## src/rtl/mem_ctrl_pkg.sv

```systemverilog
// Shared types and default sizing for the memory access controller.
// Optional timeout abort is enabled with the MEM_TIMEOUT_EN macro.
package mem_ctrl_pkg;

  localparam int CNT_W_DEF          = 8;
  localparam int TIMEOUT_CYCLES_DEF = 255;

  typedef enum logic [2:0] {
    IDLE     = 3'd0,
    RD_WAIT  = 3'd1,
    RD_LATCH = 3'd2,
    WR_WAIT  = 3'd3,
    DONE     = 3'd4
  } state_t;

endpackage

```

## src/rtl/mem_access_ctrl_if.sv

```systemverilog
// Handshake bundle between the control unit, memory and the access controller.
interface mem_access_ctrl_if;

  logic rd_req;
  logic wr_req;
  logic mem_ack;
  logic mem_rd;
  logic mem_wr;
  logic MDRead;
  logic MDRIn;
  logic busy;
  logic done;
  logic err;

  modport slave (
    input  rd_req, wr_req, mem_ack,
    output mem_rd, mem_wr, MDRead, MDRIn, busy, done, err
  );

  modport master (
    output rd_req, wr_req, mem_ack,
    input  mem_rd, mem_wr, MDRead, MDRIn, busy, done, err
  );

endinterface

```

## src/rtl/mem_timeout_cnt.sv

```systemverilog
// Wait-state counter: flags the TIMEOUT_CYCLES-th consecutive ack-less wait cycle.
// Only instantiated when MEM_TIMEOUT_EN is defined.
module mem_timeout_cnt
  import mem_ctrl_pkg::*;
#(
  parameter int CNT_W          = CNT_W_DEF,
  parameter int TIMEOUT_CYCLES = TIMEOUT_CYCLES_DEF
) (
  input  logic clk,
  input  logic srst,
  input  logic run,
  input  logic ack,
  output logic expire
);

  logic [CNT_W-1:0] cnt_reg;

  // Held at zero outside the wait states, so every wait entry starts from 0.
  always_ff @(posedge clk) begin
    if (srst) begin
      cnt_reg <= '0;
    end else if (!run) begin
      cnt_reg <= '0;
    end else if (!ack) begin
      cnt_reg <= cnt_reg + 1'b1;
    end
  end

  assign expire = run && !ack && (cnt_reg == CNT_W'(TIMEOUT_CYCLES - 1));

endmodule

```

## src/rtl/mem_access_ctrl.sv

```systemverilog
// Moore FSM sequencing memory reads into the MDR and writes from it.
// Define MEM_TIMEOUT_EN to abort stalled accesses after TIMEOUT_CYCLES waits.
module mem_access_ctrl
  import mem_ctrl_pkg::*;
#(
  parameter int TIMEOUT_CYCLES = TIMEOUT_CYCLES_DEF,
  parameter int CNT_W          = CNT_W_DEF
) (
  input  logic               clk,
  input  logic               Clear,
  mem_access_ctrl_if.slave   bus
);

  if (TIMEOUT_CYCLES < 1 || TIMEOUT_CYCLES >= (2 ** CNT_W)) begin : g_bad_cfg
    $error("TIMEOUT_CYCLES must be in 1 .. 2**CNT_W-1");
  end

  state_t state_reg;
  state_t state_next;
  logic   timeout;
  logic   in_wait;

  assign in_wait = (state_reg == RD_WAIT) || (state_reg == WR_WAIT);

`ifdef MEM_TIMEOUT_EN
  logic err_reg;

  mem_timeout_cnt #(
    .CNT_W          (CNT_W),
    .TIMEOUT_CYCLES (TIMEOUT_CYCLES)
  ) u_timeout_cnt (
    .clk    (clk),
    .srst   (Clear),
    .run    (in_wait),
    .ack    (bus.mem_ack),
    .expire (timeout)
  );

  // A timeout always moves the FSM to DONE, so this flag is set exactly for that DONE cycle.
  always_ff @(posedge clk) begin
    if (Clear) begin
      err_reg <= 1'b0;
    end else begin
      err_reg <= timeout;
    end
  end

  assign bus.err = err_reg && (state_reg == DONE);
`else
  assign timeout = 1'b0;
  assign bus.err = 1'b0;
`endif

  always_ff @(posedge clk) begin
    if (Clear) begin
      state_reg <= IDLE;
    end else begin
      state_reg <= state_next;
    end
  end

  always_comb begin
    state_next = state_reg;
    case (state_reg)
      IDLE: begin
        if (bus.rd_req) begin
          state_next = RD_WAIT;
        end else if (bus.wr_req) begin
          state_next = WR_WAIT;
        end
      end
      RD_WAIT: begin
        if (bus.mem_ack) begin
          state_next = RD_LATCH;
        end else if (timeout) begin
          state_next = DONE;
        end
      end
      RD_LATCH: state_next = DONE;
      WR_WAIT: begin
        if (bus.mem_ack || timeout) begin
          state_next = DONE;
        end
      end
      DONE:    state_next = IDLE;
      default: state_next = IDLE;
    endcase
  end

  always_comb begin
    bus.mem_rd = 1'b0;
    bus.mem_wr = 1'b0;
    bus.MDRead = 1'b0;
    bus.MDRIn  = 1'b0;
    bus.done   = 1'b0;
    bus.busy   = (state_reg != IDLE);
    case (state_reg)
      RD_WAIT:  bus.mem_rd = 1'b1;
      RD_LATCH: begin
        bus.MDRead = 1'b1;
        bus.MDRIn  = 1'b1;
      end
      WR_WAIT:  bus.mem_wr = 1'b1;
      DONE:     bus.done   = 1'b1;
      default:  ;
    endcase
  end

endmodule
```

## src/flat_wrapper.sv

```systemverilog
// flat-port wrapper written by rule: the top's interface ports become plain ports
module mem_access_ctrl_flat import mem_ctrl_pkg::*;
#(
  parameter int TIMEOUT_CYCLES = TIMEOUT_CYCLES_DEF,
  parameter int CNT_W          = CNT_W_DEF
)
  (clk, Clear, bus_rd_req, bus_wr_req, bus_mem_ack, bus_mem_rd, bus_mem_wr, bus_MDRead, bus_MDRIn, bus_busy, bus_done, bus_err);
  mem_access_ctrl_if bus_i ();
  input  logic clk;
  input  logic Clear;
  input wire logic [$bits(bus_i.rd_req)-1:0] bus_rd_req;
  input wire logic [$bits(bus_i.wr_req)-1:0] bus_wr_req;
  input wire logic [$bits(bus_i.mem_ack)-1:0] bus_mem_ack;
  output wire logic [$bits(bus_i.mem_rd)-1:0] bus_mem_rd;
  output wire logic [$bits(bus_i.mem_wr)-1:0] bus_mem_wr;
  output wire logic [$bits(bus_i.MDRead)-1:0] bus_MDRead;
  output wire logic [$bits(bus_i.MDRIn)-1:0] bus_MDRIn;
  output wire logic [$bits(bus_i.busy)-1:0] bus_busy;
  output wire logic [$bits(bus_i.done)-1:0] bus_done;
  output wire logic [$bits(bus_i.err)-1:0] bus_err;
  assign bus_i.rd_req = bus_rd_req;
  assign bus_i.wr_req = bus_wr_req;
  assign bus_i.mem_ack = bus_mem_ack;
  assign bus_mem_rd = bus_i.mem_rd;
  assign bus_mem_wr = bus_i.mem_wr;
  assign bus_MDRead = bus_i.MDRead;
  assign bus_MDRIn = bus_i.MDRIn;
  assign bus_busy = bus_i.busy;
  assign bus_done = bus_i.done;
  assign bus_err = bus_i.err;
  mem_access_ctrl #(.TIMEOUT_CYCLES(TIMEOUT_CYCLES), .CNT_W(CNT_W)) u_core (.clk(clk), .Clear(Clear), .bus(bus_i));
endmodule
```

## config.mk

```make
export PLATFORM = sky130hd
export DESIGN_NAME = mem_access_ctrl_flat
export DESIGN_NICKNAME = d
export VERILOG_FILES = /design/src/rtl/mem_ctrl_pkg.sv /design/src/rtl/mem_access_ctrl_if.sv /design/src/rtl/mem_timeout_cnt.sv /design/src/rtl/mem_access_ctrl.sv /design/src/flat_wrapper.sv
export SDC_FILE = /design/constraint.sdc
export NUM_CORES = 1
export LEC_CHECK = 0
export BUFFER_PORTS_ARGS = -buffer_cell sky130_fd_sc_hd__buf_2
export CAP_MARGIN = 20
export CELL_PAD_IN_SITES_DETAIL_PLACEMENT = 0
export CELL_PAD_IN_SITES_GLOBAL_PLACEMENT = 1
export CORE_AREA = 3 3 40 42
export DETAILED_ROUTE_END_ITERATION = 12
export DIE_AREA = 0 0 43 45
export PLACE_DENSITY_LB_ADDON = 0.25
export SYNTH_ARGS = -nofsm -noshare
export SYNTH_HDL_FRONTEND = slang
export SYNTH_HIERARCHICAL = 1
export SYNTH_SLANG_ARGS = --single-unit
```

## constraint.sdc

```tcl
create_clock -name clk -period 1.1 [get_ports clk]
set_input_delay 0.055 -clock clk [delete_from_list [all_inputs] [get_ports clk]]
set_output_delay 0.055 -clock clk [all_outputs]
set_load 0.03 [all_outputs]
```

==> impl_metrics.ini <==
[clock_network]
cts_tree = done
numCtsBuffers = 3
cts-root-buf = clkbuf_4
htreeDepth = 1
cts_sinks = 3
clock_latency_ns = 0.23
clk_pin_slew_ns = 0.04
clk_path_buf_depth = 2
holdBufCountCts = 0

[detailed_routing]
dr.pass1.iters = 2
wl_met2_um = 242
wl_met1_um = 204
vias_per_cell = 3.792
post_drt_wl_per_cell_um = 9.604
highest_layer = met3
met3_length_um = 62
drt_iter0_markers = 2
vias = 201
ant_nets = 0
drc = 0
drt-total-wl_um = 509

[synth]
synth.top_cell.area_share = 0.3380
synth_enable_flop_cells = 0
syn-instance-count = 23
ys.flop_type = dfxtp_1
synthTopCellsByArea = dfxtp_1 (34%), nor3_1 (8.5%), buf_4 (8.5%)
ys_seq_area_frac = 0.3380
ys_warn_count = 6
async_flop_share = 0
syn-num-nets = 28
synth_seq_cells = 3
yosys.area.top_type = dfxtp_1
ys_types = 15
synthTopCellsByCount = dfxtp_1 (3), nor2_1 (3), nor3_1 (3), buf_4 (2), inv_1 (2)
syn_area_um2 = 177.7
avgSynthCellArea_um2 = 7.725

[final_layout]
drive_gt1_frac = 0.6842
largest_reg_flops = 3
nNetsFinal = 44
post-route-util = 0.2678
antenna_cells = 0
fillerInstances = 145
fin_cells = 53
synthToLayoutAreaGrowth_pct = 93.66

[setup_path]
r2r-start = u_core/state_reg[0]
slowest_stage = dfxtp_4
critPathLaunchType = register
r2r_cells = 4
cp_data_arrival_time_ns = 1.10
worstSetupPathType = register to primary output
max_stage_delay_ns = 0.36
crit_fanout = 5
crit_chain = or3_4 -> buf_6
r2r_slack_ns = 0.16
r2r_end = u_core/state_reg[0]
cp_data_required_time_ns = 1.04
cp-end-kind = primary output

[pwr]
combPwrFrac = 0.355
power_density_nw_per_um2 = 1500
switchingPower_mw = 0.1726
ir_worst_vdd_mv = 0.4584
p_sw_frac = 0.3344
cellInternalPower_mw = 0.3436
p_leak_nw = 0.1613
seq_power_share = 0.269
clkPwrFrac = 0.376

[timing]
report.final.setup_viol = 3
fmax_ghz = 0.8659
layout_min_cycle_time_ns = 1.155
finalHoldViolCount = 0
final_max_slew_viol_count = 0
period_share = 1.050
finalSetupTns_ns = -0.08009
rsz0062_at_grt = yes
skew_ns = 0.001229
setup_ws_ns = -0.05485

[hold_path]
holdPathStages = 2
hold_path_end = u_core/state_reg[1]
hold_path_class = input port to register
hold_start = Clear

[run]
timing.max_cap.violations = 0

[floorplan]
start_util = 0.1383
rows = 13
num_io_pins = 12
die_area_um2 = 1935
dieWidth_um = 43
coreArea_um2 = 1285
die_h_um = 45

[grt]
grt_util_all_layers = 0.06656
grt_max_degree = 6
grt_pass1_vias = 213
grt_remaining_overflow = 0
grt_pass1_wl_um = 869
antenna_found_initial = 0

[placement]
placed_cells = 46
io_buffers = 10
gp_congestion = 0.6713
dp_slack_ns = 0.1546
dp_hpwl_um = 341.9

[outcome]
status = finished with violations
violations = negative setup slack
critical path: cells and delay by family, from the launching register on:
family	cells	cell delay [ns]
buffers and inverters	1	0.14
DFF	1	0.36
and+or+nand+nor	1	0.36
logic make-up (layout without fill, tap and decap cells):
| kind of cell | count (synthesis) | count (layout) | share of synthesized area |
|---|---|---|---|
| AND/OR/NAND/NOR | 12 | 12 | 0.3874 |
| buffers and inverters | 4 | 19 | 0.1268 |
| flip-flops | 3 | 3 | 0.3380 |
| AO/OA/AOI/OAI | 2 | 2 | 0.07745 |
| other | 1 | 1 | 0.02111 |
| XOR/XNOR | 1 | 1 | 0.04930 |
through the flow:
step	area, um2	hold slack (ns)	power, mW
after global routing	344.1	0.01259	0.5612
after detailed placement	239.0	0.2715	0.2689
after CTS	322.8	0.01352	0.5139
after global placement	239.0	0.2583	0.2695
final	344.1	0.02335	0.5162
after floorplan	185.2	0.1259	0.2376
repair_timing:
| item | 4_1_cts | 5_1_grt |
|---|---|---|
| cloned | 0 | 0 |
| setup endpoints to repair | 6 | 6 |
| gates resized for setup | 14 | 6 |
| pin swaps | 1 | 0 |
| setup buffers | 3 | 0 |
area by class of cell:
cell class | count | area, um2 | share of cell area
well taps | 15 | 18.77 | 0.05455
inverters | 2 | 7.507 | 0.02182
flip-flops and latches | 3 | 71.32 | 0.2073
repair buffers | 13 | 102.6 | 0.2982
clock buffers | 4 | 26.28 | 0.07636
multi-input cells | 16 | 117.6 | 0.3418
cells in the final DEF (no fill, tap or decap):
cell type | Yosys | final
inv_1 | 2 | 2
or2_2 | 1 | 1
nor3_1 | 3 | 2
a21oi_1 | 1 | 1
a32oi_1 | 1 | 1
conb_1 | 1 | 1
buf_4 | 2 | 5
nor3_2 | 1 | 2
and2_4 | 0 | 1
and2b_1 | 1 | 1
nor2_2 | 0 | 1
clkbuf_4 | 0 | 3
nor2_4 | 0 | 1
nor2_1 | 3 | 1
buf_6 | 0 | 4
dfxtp_4 | 0 | 3
nand2b_1 | 1 | 1
or3_4 | 0 | 1
clkbuf_1 | 0 | 1
xor2_1 | 1 | 1
buf_2 | 0 | 4
power by group through the flow:
stage | registers [mW] | clock network, mW | logic [mW]
after floorplan | 0.134 | 0 | 0.104
after global placement | 0.137 | 0 | 0.133
after detailed placement | 0.137 | 0 | 0.132
after CTS | 0.135 | 0.205 | 0.173
after global routing | 0.140 | 0.224 | 0.197
final | 0.139 | 0.194 | 0.183
worst max-delay path by stage:
stage / end / depth (start not counted) / start
floorplan: bus_MDRead / 3 / u_core/state_reg[2]
global placement: bus_MDRIn / 3 / u_core/state_reg[2]
detailed placement: bus_busy / 2 / u_core/state_reg[0]
CTS: bus_busy / 2 / u_core/state_reg[2]
global route: bus_busy / 2 / u_core/state_reg[2]
finish: bus_busy / 2 / u_core/state_reg[0]
metal layers:
| layer | global-route usage | up-vias |
|---|---|---|
| met3 | 0.05578 | 0 |
| li1 | - | 103 |
| met2 | 0.08982 | 9 |
| met1 | 0.06490 | 89 |
| met4 | 0.05422 | 0 |
| met5 | 0 | - |
Note: power is estimated with default switching activity, not from simulation.
